`config.mk`:
```
export PLATFORM = sky130hd
export DESIGN_NAME = flash_qspi_reader
export DESIGN_NICKNAME = d
export VERILOG_FILES = /design/src/rtl/flash_qspi_reader.sv
export SDC_FILE = /design/constraint.sdc
export NUM_CORES = 1
export LEC_CHECK = 0
export BUFFER_PORTS_ARGS = -buffer_cell sky130_fd_sc_hd__buf_4
export CORE_MARGIN = 2
export CORE_UTILIZATION = 60
export CTS_CLUSTER_DIAMETER = 60
export DETAILED_ROUTE_END_ITERATION = 10
export GPL_ROUTABILITY_DRIVEN = 0
export GPL_TIMING_DRIVEN = 0
export PLACE_DENSITY = 0.85
export SETUP_SLACK_MARGIN = 0.4
export SYNTH_ARGS = -nofsm -noshare
export SYNTH_HDL_FRONTEND = slang
export SYNTH_SLANG_ARGS = --single-unit
```
`constraint.sdc`:
```
create_clock -name HCLK -period 4.9 [get_ports HCLK]
set_input_delay 0.49 -clock HCLK [delete_from_list [all_inputs] [get_ports HCLK]]
set_output_delay 0.49 -clock HCLK [all_outputs]
set_load 0.05 [all_outputs]
```
`src/rtl/flash_qspi_reader.sv`:
```
// flash_qspi_reader: reads one 32-bit word from a QSPI NOR flash using the
// Quad I/O Fast Read command (0xEB), 24-bit address, mode byte 0xFF,
// 4 dummy clocks and 8 data nibbles. sck runs at HCLK/2.
//
// Ports:
//   HCLK, HRESETn  clock (rising edge) / asynchronous active-low reset
//   req, addr      word-read request (sampled while busy=0) and byte address
//   busy, done     transaction in flight / one-cycle completion pulse
//   rdata          read word, byte at addr in [7:0], held until next done
//   sck, ce_n      flash serial clock / chip enable (active low)
//   din            flash IO inputs
//   dout, douten   flash IO outputs and per-bit output enables
//
// Optional feature: define FR_SEQ_READ_EN to keep the flash selected after a
// read and continue straight into the data phase when the next request hits
// the following word address.
module flash_qspi_reader #(
  localparam int unsigned AW = 24,
  localparam int unsigned DW = 32,
  localparam int unsigned NW = 4,
  localparam int unsigned CW = 5
) (
  input  logic          HCLK,
  input  logic          HRESETn,
  input  logic          req,
  input  logic [AW-1:0] addr,
  output logic          busy,
  output logic          done,
  output logic [DW-1:0] rdata,
  output logic          sck,
  output logic          ce_n,
  input  logic [NW-1:0] din,
  output logic [NW-1:0] dout,
  output logic [NW-1:0] douten
);

  typedef enum logic [2:0] {
    IDLE, CMD, ADDR, MODE, DUMMY, DATA, DONE
`ifdef FR_SEQ_READ_EN
    , CEH
`endif
  } state_t;

  localparam logic [7:0]    QIO_CMD   = 8'hEB;
  localparam logic [CW-1:0] CNT_CMD   = 5'd7;
  localparam logic [CW-1:0] CNT_ADDR  = 5'd5;
  localparam logic [CW-1:0] CNT_MODE  = 5'd1;
  localparam logic [CW-1:0] CNT_DUMMY = 5'd3;
  localparam logic [CW-1:0] CNT_DATA  = 5'd7;
`ifdef FR_SEQ_READ_EN
  localparam logic [CW-1:0] CNT_CEH   = 5'd1;
`endif

  state_t        state_q, state_d;
  logic [CW-1:0] cnt_q, cnt_d;     // remaining SCKs (or CEH cycles) in phase
  logic          half_q, half_d;   // 0: next edge drives sck=0 half, 1: sck=1 half
  logic          smp_q, smp_d;     // din to be captured at this edge
  logic [AW-1:0] a_q, a_d;
  logic [DW-1:0] sh_q, sh_d, sh_in;
  logic [AW-1:0] addr_al;
  logic          accept;
  logic          busy_d, done_d, sck_d, ce_n_d;
  logic [DW-1:0] rdata_d;
  logic [NW-1:0] dout_d, douten_d;
`ifdef FR_SEQ_READ_EN
  logic          cont_q, cont_d;   // flash still selected in continuous-read mode
  logic [AW-1:0] nxt_q, nxt_d;     // address that continues the open read
`endif

  assign addr_al = addr & {{(AW-2){1'b1}}, 2'b00};
  assign accept  = (state_q == IDLE) && !busy && req;
  assign sh_in   = smp_q ? {sh_q[DW-NW-1:0], din} : sh_q;

  // State register
  always_ff @(posedge HCLK or negedge HRESETn) begin
    if (!HRESETn) begin
      state_q <= IDLE;
      cnt_q   <= '0;
      half_q  <= 1'b0;
    end else begin
      state_q <= state_d;
      cnt_q   <= cnt_d;
      half_q  <= half_d;
    end
  end

  // Next-state: each phase counts whole SCK periods down to zero
  always_comb begin
    state_d = state_q;
    cnt_d   = cnt_q;
    half_d  = 1'b0;
    case (state_q)
      IDLE: begin
        if (accept) begin
`ifdef FR_SEQ_READ_EN
          if (cont_q && addr_al == nxt_q) begin
            state_d = DATA;
            cnt_d   = CNT_DATA;
          end else if (cont_q) begin
            state_d = CEH;
            cnt_d   = CNT_CEH;
          end else begin
            state_d = CMD;
            cnt_d   = CNT_CMD;
          end
`else
          state_d = CMD;
          cnt_d   = CNT_CMD;
`endif
        end
      end
`ifdef FR_SEQ_READ_EN
      CEH: begin
        if (cnt_q == '0) begin
          state_d = CMD;
          cnt_d   = CNT_CMD;
        end else begin
          cnt_d = cnt_q - 5'd1;
        end
      end
`endif
      CMD, ADDR, MODE, DUMMY, DATA: begin
        half_d = ~half_q;
        if (half_q) begin
          if (cnt_q != '0) begin
            cnt_d = cnt_q - 5'd1;
          end else begin
            case (state_q)
              CMD:     begin state_d = ADDR;  cnt_d = CNT_ADDR;  end
              ADDR:    begin state_d = MODE;  cnt_d = CNT_MODE;  end
              MODE:    begin state_d = DUMMY; cnt_d = CNT_DUMMY; end
              DUMMY:   begin state_d = DATA;  cnt_d = CNT_DATA;  end
              default: begin state_d = DONE;  cnt_d = '0;        end
            endcase
          end
        end
      end
      DONE:    state_d = IDLE;
      default: state_d = IDLE;
    endcase
  end

  // Output / datapath next values
  always_comb begin
    ce_n_d   = ce_n;
    sck_d    = sck;
    dout_d   = dout;
    douten_d = douten;
    busy_d   = busy;
    done_d   = 1'b0;
    rdata_d  = rdata;
    a_d      = a_q;
    sh_d     = sh_in;
    smp_d    = 1'b0;
`ifdef FR_SEQ_READ_EN
    cont_d   = cont_q;
    nxt_d    = nxt_q;
`endif
    case (state_q)
      IDLE: begin
        sck_d  = 1'b0;
        busy_d = accept;
        if (accept) begin
          a_d = addr_al;
`ifdef FR_SEQ_READ_EN
          cont_d = 1'b0;
`endif
        end
      end
`ifdef FR_SEQ_READ_EN
      CEH: begin
        ce_n_d   = 1'b1;
        sck_d    = 1'b0;
        dout_d   = '0;
        douten_d = '0;
      end
`endif
      CMD, ADDR, MODE, DUMMY, DATA: begin
        if (!half_q) begin
          // Falling half: present the next output bit/nibble
          ce_n_d = 1'b0;
          sck_d  = 1'b0;
          case (state_q)
            CMD: begin
              dout_d   = {3'b000, QIO_CMD[cnt_q[2:0]]};
              douten_d = 4'b0001;
            end
            ADDR: begin
              dout_d   = NW'(a_q >> {cnt_q[2:0], 2'b00});
              douten_d = 4'b1111;
            end
            MODE: begin
              dout_d   = 4'hF;
              douten_d = 4'b1111;
            end
            default: begin
              dout_d   = '0;
              douten_d = '0;
            end
          endcase
        end else begin
          sck_d = 1'b1;
          smp_d = (state_q == DATA);
        end
      end
      DONE: begin
        sck_d    = 1'b0;
        done_d   = 1'b1;
        dout_d   = '0;
        douten_d = '0;
        // Nibbles arrive byte0-high first; swap so addr lands in [7:0]
        rdata_d  = {sh_in[7:0], sh_in[15:8], sh_in[23:16], sh_in[31:24]};
`ifdef FR_SEQ_READ_EN
        cont_d   = 1'b1;
        nxt_d    = AW'(a_q + 24'd4);
`else
        ce_n_d   = 1'b1;
`endif
      end
      default: begin
        ce_n_d   = 1'b1;
        sck_d    = 1'b0;
        douten_d = '0;
      end
    endcase
  end

  // Output and datapath registers
  always_ff @(posedge HCLK or negedge HRESETn) begin
    if (!HRESETn) begin
      ce_n   <= 1'b1;
      sck    <= 1'b0;
      dout   <= '0;
      douten <= '0;
      busy   <= 1'b0;
      done   <= 1'b0;
      rdata  <= '0;
      a_q    <= '0;
      sh_q   <= '0;
      smp_q  <= 1'b0;
`ifdef FR_SEQ_READ_EN
      cont_q <= 1'b0;
      nxt_q  <= '0;
`endif
    end else begin
      ce_n   <= ce_n_d;
      sck    <= sck_d;
      dout   <= dout_d;
      douten <= douten_d;
      busy   <= busy_d;
      done   <= done_d;
      rdata  <= rdata_d;
      a_q    <= a_d;
      sh_q   <= sh_d;
      smp_q  <= smp_d;
`ifdef FR_SEQ_READ_EN
      cont_q <= cont_d;
      nxt_q  <= nxt_d;
`endif
    end
  end

endmodule

```
Word level (Yosys, flattened, before mapping)
Memories as Yosys holds them, arrays and structs flattened.
Cells that the tools add are included.
{"block": "totals", "reg_bits": 108, "rom_bits": 8, "inputBits": 31, "output_inout_bits": 44, "wordCells": 69, "memories": 1}
{"block": "op_classes", "n_addsub": 1, "n_lt_le_gt_ge": 1, "eq_ne": 10, "shifts": 1, "muxes": 26, "bitwise_logic": 2, "n_reduce_logical": 14}
{"memory": "(name not given)", "depth": 8, "width": 1, "read_ports": 1, "rd_clocked_by_memory_dff": 0, "write_ports": 0, "line_no": "185", "source": "dout_d = {3'b000, QIO_CMD[cnt_q[2:0]]};"}
{"cell": "32-bit two-way mux", "count": 1}
{"cell": "3-bit case mux with 4 select lines", "count": 2}
{"cell": "4-bit case mux with 2 select lines", "count": 3}
{"cell": "24-bit by 5-bit right shift with 4-bit output", "count": 1}
{"cell": "5-bit two-way mux", "count": 3}
{"cell": "4-bit case mux with 3 select lines", "count": 1}
{"cell": "5-bit case mux with 2 select lines", "count": 1}
{"cell": "3-bit == test, second input constant", "count": 3}
{"cell": "3-bit two-way mux", "count": 3}
{"cell": "1-bit two-way mux", "count": 8}
{"cell": "4-bit two-way mux", "count": 2}
{"cell": "2-bit != test, second input constant", "count": 4}
{"cell": "3-bit by 2-bit == test with 1-bit output, second input constant", "count": 2}
{"cell": "3-bit case mux with 2 select lines", "count": 1}
{"cell": "2-bit AND reduction", "count": 3}
{"cell": "3-bit AND reduction", "count": 2}
{"cell": "5-bit nonzero test", "count": 1}
{"cell": "5-bit OR reduction", "count": 1}
{"cell": "5-bit by 1-bit subtractor with 5-bit output, second input constant", "count": 1}
{"cell": "3-bit by 4-bit < comparator with 1-bit output, second input constant", "count": 1}
{"cell": "2-bit nonzero test", "count": 2}
{"cell": "3-bit by 1-bit == test with 1-bit output, second input constant", "count": 1}
{"cell": "3-bit zero test", "count": 1}
{"cell": "1-bit logical AND", "count": 2}
{"cell": "4 further kinds", "count": 5}

Depth between registers and ports, before layout
Gate-level depths: netlist of the first run.
{"block": "logic_depth", "word_depth": 5, "mapped_depth": 8, "depth_no_buf": 6}

Worst setup path before layout of the first run
OpenSTA, ideal clock, no wires.
{"block": "synth_path", "path_type": "register to register", "start": "register cnt_q[0]", "end": "register cnt_q[0]", "setup_time_ns": 0.158, "t_arrival_ns": 1.943, "t_required_ns": 4.742, "setup_slack_ns": 2.799, "stages_incl_launch_ff": 9, "n_path_buf": 2, "synth_period_minus_slack_ns": 2.101, "cell_sequence": "dfrtp_1 clkbuf_1 clkbuf_1 inv_1 ha_1 or4b_4 or3_1 a21oi_1 a41oi_1"}
{"block": "synth_between", "elab_chain_cells": 4, "elab_cells_between_ends": 5, "cone_classes": "add/sub (1); mux (3); reduce/logical (1)"}
{"element": "from (decl)", "line_no": "55", "source": "logic [CW-1:0] cnt_q, cnt_d;"}
{"element": "from (signal assigned)", "line_no": "82", "source": "cnt_q <= cnt_d;"}
{"element": "5-bit by 1-bit subtractor with 5-bit output / 5-bit nonzero test (equally long branches)", "line_no": "126, 125"}
{"element": "5-bit two-way mux *", "line_no": "125", "source": "if (cnt_q != '0) begin"}
{"element": "5-bit two-way mux *", "line_no": "124", "source": "if (half_q) begin"}
{"element": "5-bit case mux with 2 select lines *", "line_no": "92", "source": "case (state_q)"}
Every way passes the cells marked *; elsewhere a longest branch is shown, timed or not. The select of a mux whose other input is x is not followed.
A chain may end at the register's enable or synchronous reset.

Worst setup path in the final report of the first run
Ends and elaborated chain as after synthesis.

==> results of run 1 <==
==> worst max-delay path, cell delays in order, from the launching register on <==
cell and delay [ns]:
dfrtp_1 0.38, clkbuf_1 0.17, clkbuf_1 0.25, inv_1 0.19
ha_1 0.23, or4b_4 0.52, or3_1 0.32, a21oi_1 0.16
a41oi_1 0.08
==> per-stage QoR <==
step | hold WS, ns | setup WS (ns)
detailed placement | 0.4856 | 2.477
global placement | 0.4680 | 2.568
global route | 0.3069 | 2.277
floorplan | 0.1944 | 2.799
CTS | 0.3403 | 2.454
finish | 0.2201 | 2.431
==> kinds of logic (layout without fill, tap and decap cells) <==
kind of cell | count (synthesis) | in the layout | synth area share
DFF | 106 | 106 | 0.5936
muxes | 97 | 97 | 0.2413
and+or+nand+nor | 50 | 50 | 0.06101
AOI/OAI and AO/OA | 41 | 41 | 0.06269
buffers and inverters | 32 | 119 | 0.03303
adders and majority gates | 3 | 3 | 0.008397
==> routing by layer <==
layer,vias to the layer above,global-route usage
met5,-,0
met4,0,0.07949
met3,10,0.03923
met2,74,0.3891
met1,1461,0.2789
li1,1339,-
==> area by class of cell <==
| cell class | count | area share |
|---|---|---|
| Buffer | 24 | 0.02213 |
| Inverter | 8 | 0.005651 |
| Timing Repair Buffer | 72 | 0.1024 |
| Tap cell | 99 | 0.02331 |
| Clock inverter | 6 | 0.009654 |
| Sequential cell | 106 | 0.4994 |
| Clock buffer | 9 | 0.02331 |
| Multi-Input combinational cell | 191 | 0.3141 |
==> synth_stat cells, types with 2 or more instances <==
| cell type | number |
|---|---|
| nand4_1 | 3 |
| nor3_1 | 2 |
| dfrtp_1 | 105 |
| buf_4 | 2 |
| nor4_1 | 2 |
| mux2_1 | 5 |
| nand2_1 | 12 |
| buf_2 | 10 |
| o22ai_1 | 2 |
| o21ai_0 | 10 |
| nand3b_1 | 3 |
| inv_1 | 8 |
| o311ai_0 | 2 |
| a21oi_1 | 7 |
| clkbuf_1 | 10 |
| mux2_2 | 81 |
| or3_1 | 2 |
| nand2b_1 | 5 |
| nor2_1 | 13 |
| ha_1 | 3 |
| a211oi_1 | 2 |
| mux2i_1 | 11 |
| a21o_1 | 2 |
| nand3_1 | 4 |
| o211ai_1 | 5 |
==> cell usage in the layout, fill, tap and decap left out, types with 7 or more instances in the layout <==
cell type and instances:
dfrtp_1 105, mux2_2 81, buf_4 73, nor2_1 13, nand2_1 12, mux2i_1 11
clkbuf_1 10, buf_2 10, o21ai_0 10, clkbuf_8 9, inv_1 8, a21oi_1 7
==> worst min path at each step <==
stage	end	cells past startpoint	from	slack, ns
finish	rdata[27]	1	HRESETn	0.22
global route	rdata[31]	1	HRESETn	0.31
CTS	a_q[3]	2	addr[3]	0.34
detailed placement	sh_q[28]	1	sh_q[28]	0.49
global placement	ce_n	2	ce_n	0.47
floorplan	a_q[10]	0	HRESETn	0.19
==> power groups by stage <==
stage / Combinational, mW / Clock, mW / Sequential (mW)
floorplan: 0.276 / 0 / 1.04
global placement: 0.438 / 0 / 1.00
detailed placement: 0.451 / 0 / 1.01
CTS: 0.452 / 0.502 / 0.989
global route: 0.498 / 0.534 / 0.998
finish: 0.452 / 0.496 / 0.989
==> sequential cells by signal (all words and copies together), names as in the netlist, 2 cells and up <==
register and count:
state_q 3, douten 2, rdata 32, a_q 22, cnt_q 5, dout 4, sh_q 32
==> out/metrics.cfg, run 1 <==
[power_and_ir_drop]
power_frac_seq = 0.511
power_mw = 1.937
combPwrFrac = 0.233
vdd_drop_max_mv = 0.2243
swShare = 0.3187
leakage_nw = 2.668
powerDensity_nw_per_um2 = 364.5
p_clk_frac = 0.256
power.switching_mw = 0.6172
intPower_mw = 1.320

[clock_tree]
tritoncts = built
clk_latency_ns = 0.36
cts.path.max_buffers = 2
clock_sinks = 106
cts-resized-gates = 0
holdBufCountCts = 0
numCtsBuffers = 9
cts.clk_slew.worst_paths_ns = 0.10
htreeDepth = 3
cts-root-buf = clkbuf_8
post_cts_buffers = 0

[timing]
fin_crit_sh = 0.5038
tightest_slew_ns = 0.9245
slew_headroom = 0.3837
finalMaxSlewViolations = 0
fin_crit_ns = 2.469
fin_skew_ns = 0.005884
finalSetupTns_ns = 0
setup_viol = 0
hold_viol = 0
fmax_mhz = 405.1
rsz0062_at_grt = no

[logic_synthesis]
syn_inst = 329
yosysUniqueCellTypes = 43
synth_top_cell_by_area = dfrtp_1
synth_area_um2 = 4471
yosysWarnings = 0
synth_edf_count = 0
synthArstFlopShare = 1.000
synth_ff_type = dfrtp_1
avgSynthCellArea_um2 = 13.59
synthTopCellsByArea = dfrtp_1 (59%), mux2_2 (20%), mux2i_1 (2.5%)
synth_nets = 363
synth_top_area_frac = 0.5877
ys_seq_elements = 106
synth-seq-area-share = 0.5936

[worst_setup_path]
worstSetupEndpointType = register
timing.rr.start = cnt_q[0]
r2r_setup_slack_ns = 2.43
crit_end = cnt_q[0]
r2r-end = cnt_q[0]
crit_path_start = cnt_q[0]
worst_ep_arrival_time_ns = 2.66
start_kind = register
crit_type = reg2reg
cp_max_fo = 10
critPathRequiredTime_ns = 5.10
reg2reg_depth = 8

[global_routing]
antenna_found_initial = 0
grt_overflow = 0
first_global_vias = 2933
grt_pass1_wl_um = 14220
grt_start_max_net_pins = 107
track_usage = 0.2221

[layout]
nets = 446
fillers = 499
postLayoutCoreUtil = 0.7326
finalNonFillerCells = 515
final-seq-area_um2 = 2654
drive_gt1_frac = 0.4519
diodes = 0
stdcell_area_um2 = 5314
multi_input_area_um2 = 1669
area.growth.synth_to_final_pct = 18.86

[detailed_routing]
wirelength_met1_um = 3607
via_count = 2884
routed_wl_um = 8540
firstDrtPassIters = 4
wl_met3_um = 314
vias_per_cell = 5.600
first_iter_violations = 75
top_layer = met4
final_antenna_net_count = 0
wl_per_cell_um = 16.58
drc = 0
met2WireLength_um = 4496

[floorplan]
die_h_um = 90.32
num_io_pins = 75
die_x_um = 90.32
start_util = 0.6164
rows = 31
die-area_um2 = 8158
core-area_um2 = 7253

[worst_hold_path]
hold_class = in2async

[placement]
dp_hpwl_um = 6048
io_buffers = 72
post-place-cells = 500
placed_area_um2 = 5135

[outcome]
status = completed

[run]
cap_violations = 0

Note: power is estimated with default switching activity, not from simulation.
==> inputs of run 2 (changes only) <==
- ABC_AREA: not set -> 1
- CORE_UTILIZATION: 60 -> 56
- PLACE_DENSITY: 0.85 -> 0.8
- clock period: 4.9 -> 2.5 ns (I/O delays scaled with it)
==> run 2 against run 1 <==
Compared with the run above:
- setup slack worse by 1.8 ns
- power grew to 3.9 times the previous value
- the flow now finishes with violations (negative hold slack)
- critical endpoint is now state_q[2]
- register-to-register slack worse by 1.8 ns
- sequential cell count stayed put
- final cell count is 37% higher
==> out/metrics.cfg, run 2 <==
[outcome]
status = finished, violations left
violations = negative hold slack

[worst_setup_path]
crit_path_start = cnt_q[0]
start_kind = register
crit_end = state_q[2]
cp_max_fo = 12
r2r_setup_slack_ns = 0.66
timing.rr.start = cnt_q[0]
critPathRequiredTime_ns = 2.80
r2r-end = state_q[2]
crit_type = reg2reg
worst_ep_arrival_time_ns = 2.14
reg2reg_depth = 7
worstSetupEndpointType = register

[timing]
fmax_mhz = 542.2
fin_skew_ns = 0.01544
slew_headroom = 0.3933
setup_viol = 0
finalSetupTns_ns = 0
fin_crit_sh = 0.7377
rsz0062_at_grt = no
tightest_slew_ns = 0.9101
whs_ns = -0.01394
finalMaxSlewViolations = 0
hold_viol = 33
fin_crit_ns = 1.844

[power_and_ir_drop]
power_mw = 7.476
leakage_nw = 2.847
powerDensity_nw_per_um2 = 1399
vdd_drop_max_mv = 0.5663

[layout]
nets = 635
final_cell_mix = nand2_1 (178), dfrtp_1 (105), buf_4 (74)
drive_gt1_frac = 0.1881
stdcell_area_um2 = 5343
area.growth.synth_to_final_pct = 19.24
mostFrequentLayoutCell = nand2_1
reg_top3 = rdata (32), sh_q (32), a_q (22)
diodes = 0

[floorplan]
start_util = 0.5798
core-area_um2 = 7727
die_x_um = 93.45
rows = 32
num_io_pins = 75
die_h_um = 93.45
die-area_um2 = 8733

[clock_tree]
cts-root-buf = clkbuf_8
post_cts_buffers = 0
clk_latency_ns = 0.38
cts.clk_slew.worst_paths_ns = 0.11
cts-resized-gates = 0
tritoncts = built
htreeDepth = 3
numCtsBuffers = 9
holdBufCountCts = 0
clock_sinks = 106
cts.path.max_buffers = 2

[placement]
io_buffers = 72
placed_area_um2 = 5149
dp_hpwl_um = 6775

[logic_synthesis]
synth_nets = 552
synth_top_area_frac = 0.5864
synth_top_cell_by_area = dfrtp_1
yosys-top-cells-count = nand2_1 (178), dfrtp_1 (105), inv_1 (52)
synth-seq-area-share = 0.5923
synthTopCellsByArea = dfrtp_1 (59%), nand2_1 (15%), inv_1 (4.4%)
yosysWarnings = 0
syn_inst = 518
ys_seq_elements = 106
synth_ff_type = dfrtp_1
synthArstFlopShare = 1.000
synth_area_um2 = 4481
yosysUniqueCellTypes = 29
avgSynthCellArea_um2 = 8.650
synth.most_common_cell = nand2_1
synth_edf_count = 0

[detailed_routing]
firstDrtPassIters = 4
met2WireLength_um = 4606
via_count = 3602
top_layer = met4
wirelength_met1_um = 4179
wl_met3_um = 374
drc = 0
first_iter_violations = 175
wl_per_cell_um = 13.27
final_antenna_net_count = 0
routed_wl_um = 9392
vias_per_cell = 5.088

[global_routing]
antenna_found_initial = 0
grt_overflow = 0
grt_pass1_wl_um = 16280
first_global_vias = 3573
track_usage = 0.2379
grt_start_max_net_pins = 107

[run]
cap_violations = 0

[worst_hold_path]
hold_class = in2async

==> run 2: cell types whose count changed after synthesis, moves of 9 or more <==
cell	change
a21oi_1	+19
inv_1	+44
mux2_2	-79
mux2i_1	-11
nand2_1	+166
nand3_1	+20
nor2_1	+28
o21ai_0	+24
o21ai_1	+9
==> run 2: metrics by stage <==
| stage | worst slack [ns] | util | hold slack [ns] | instances |
|---|---|---|---|---|
| finish | 0.6558 | 0.6914 | -0.01394 | 708 |
| global placement | 0.6974 | 0.6663 | 0.4638 | 692 |
| floorplan | 1.017 | - | -0.04559 | 518 |
| global route | 0.4972 | 0.6914 | 0.06379 | 708 |
| CTS | 0.5912 | 0.6904 | 0.1004 | 708 |
| detailed placement | 0.6337 | 0.6663 | 0.4675 | 692 |
==> run 2: area by class of cell <==
class	count	area, um2
Sequential cell	106	2654
Fill cell	621	2385
Multi-Input combinational cell	334	1513
Timing Repair Buffer	72	544.3
Inverter	56	214.0
Tap cell	102	127.6
Clock buffer	9	123.9
Buffer	22	103.9
Clock inverter	7	62.56
==> run 2: worst max-delay path: stages (launching register included) <==
cell and delay [ns]:
dfrtp_1 0.51, clkinvlp_4 0.29, ha_1 0.29, nand3_1 0.18, nand2_1 0.17, nand3_2 0.16, nand2_1 0.07, o21ai_0 0.09
==> run 2: logic make-up after synthesis <==
group | Yosys count | synth area share
fa+ha+maj | 3 | 0.008378
simple gates | 252 | 0.2337
flops | 106 | 0.5923
buf+inv | 78 | 0.07009
compound gates | 75 | 0.08657
mux | 2 | 0.005026
xor+xnor | 2 | 0.003910
==> run 2: power breakdown <==
part | switching (mW) | leakage, nW | internal, mW
Sequential | 0.395 | 1.33 | 2.45
Clock | 0.620 | 0.0894 | 0.379
Combinational | 2.53 | 1.43 | 1.10
==> run 2: worst min path at each step <==
| stage | startpoint | end | slack, ns | cells past startpoint |
|---|---|---|---|---|
| floorplan | HRESETn | a_q[10] | -0.05 | 0 |
| finish | HRESETn | rdata[27] | -0.01 | 1 |
| detailed placement | rdata[26] | rdata[26] | 0.47 | 2 |
| global placement | rdata[30] | rdata[30] | 0.46 | 2 |
| CTS | addr[13] | a_q[13] | 0.10 | 3 |
| global route | HRESETn | rdata[27] | 0.06 | 1 |
==> run 2: per-layer routing <==
layer  vias to the layer above  GRT usage
li1                       1781          -
met1                      1703     0.3134
met2                        99     0.3945
met3                        19    0.03304
met4                         0     0.1066
met5                         -          0
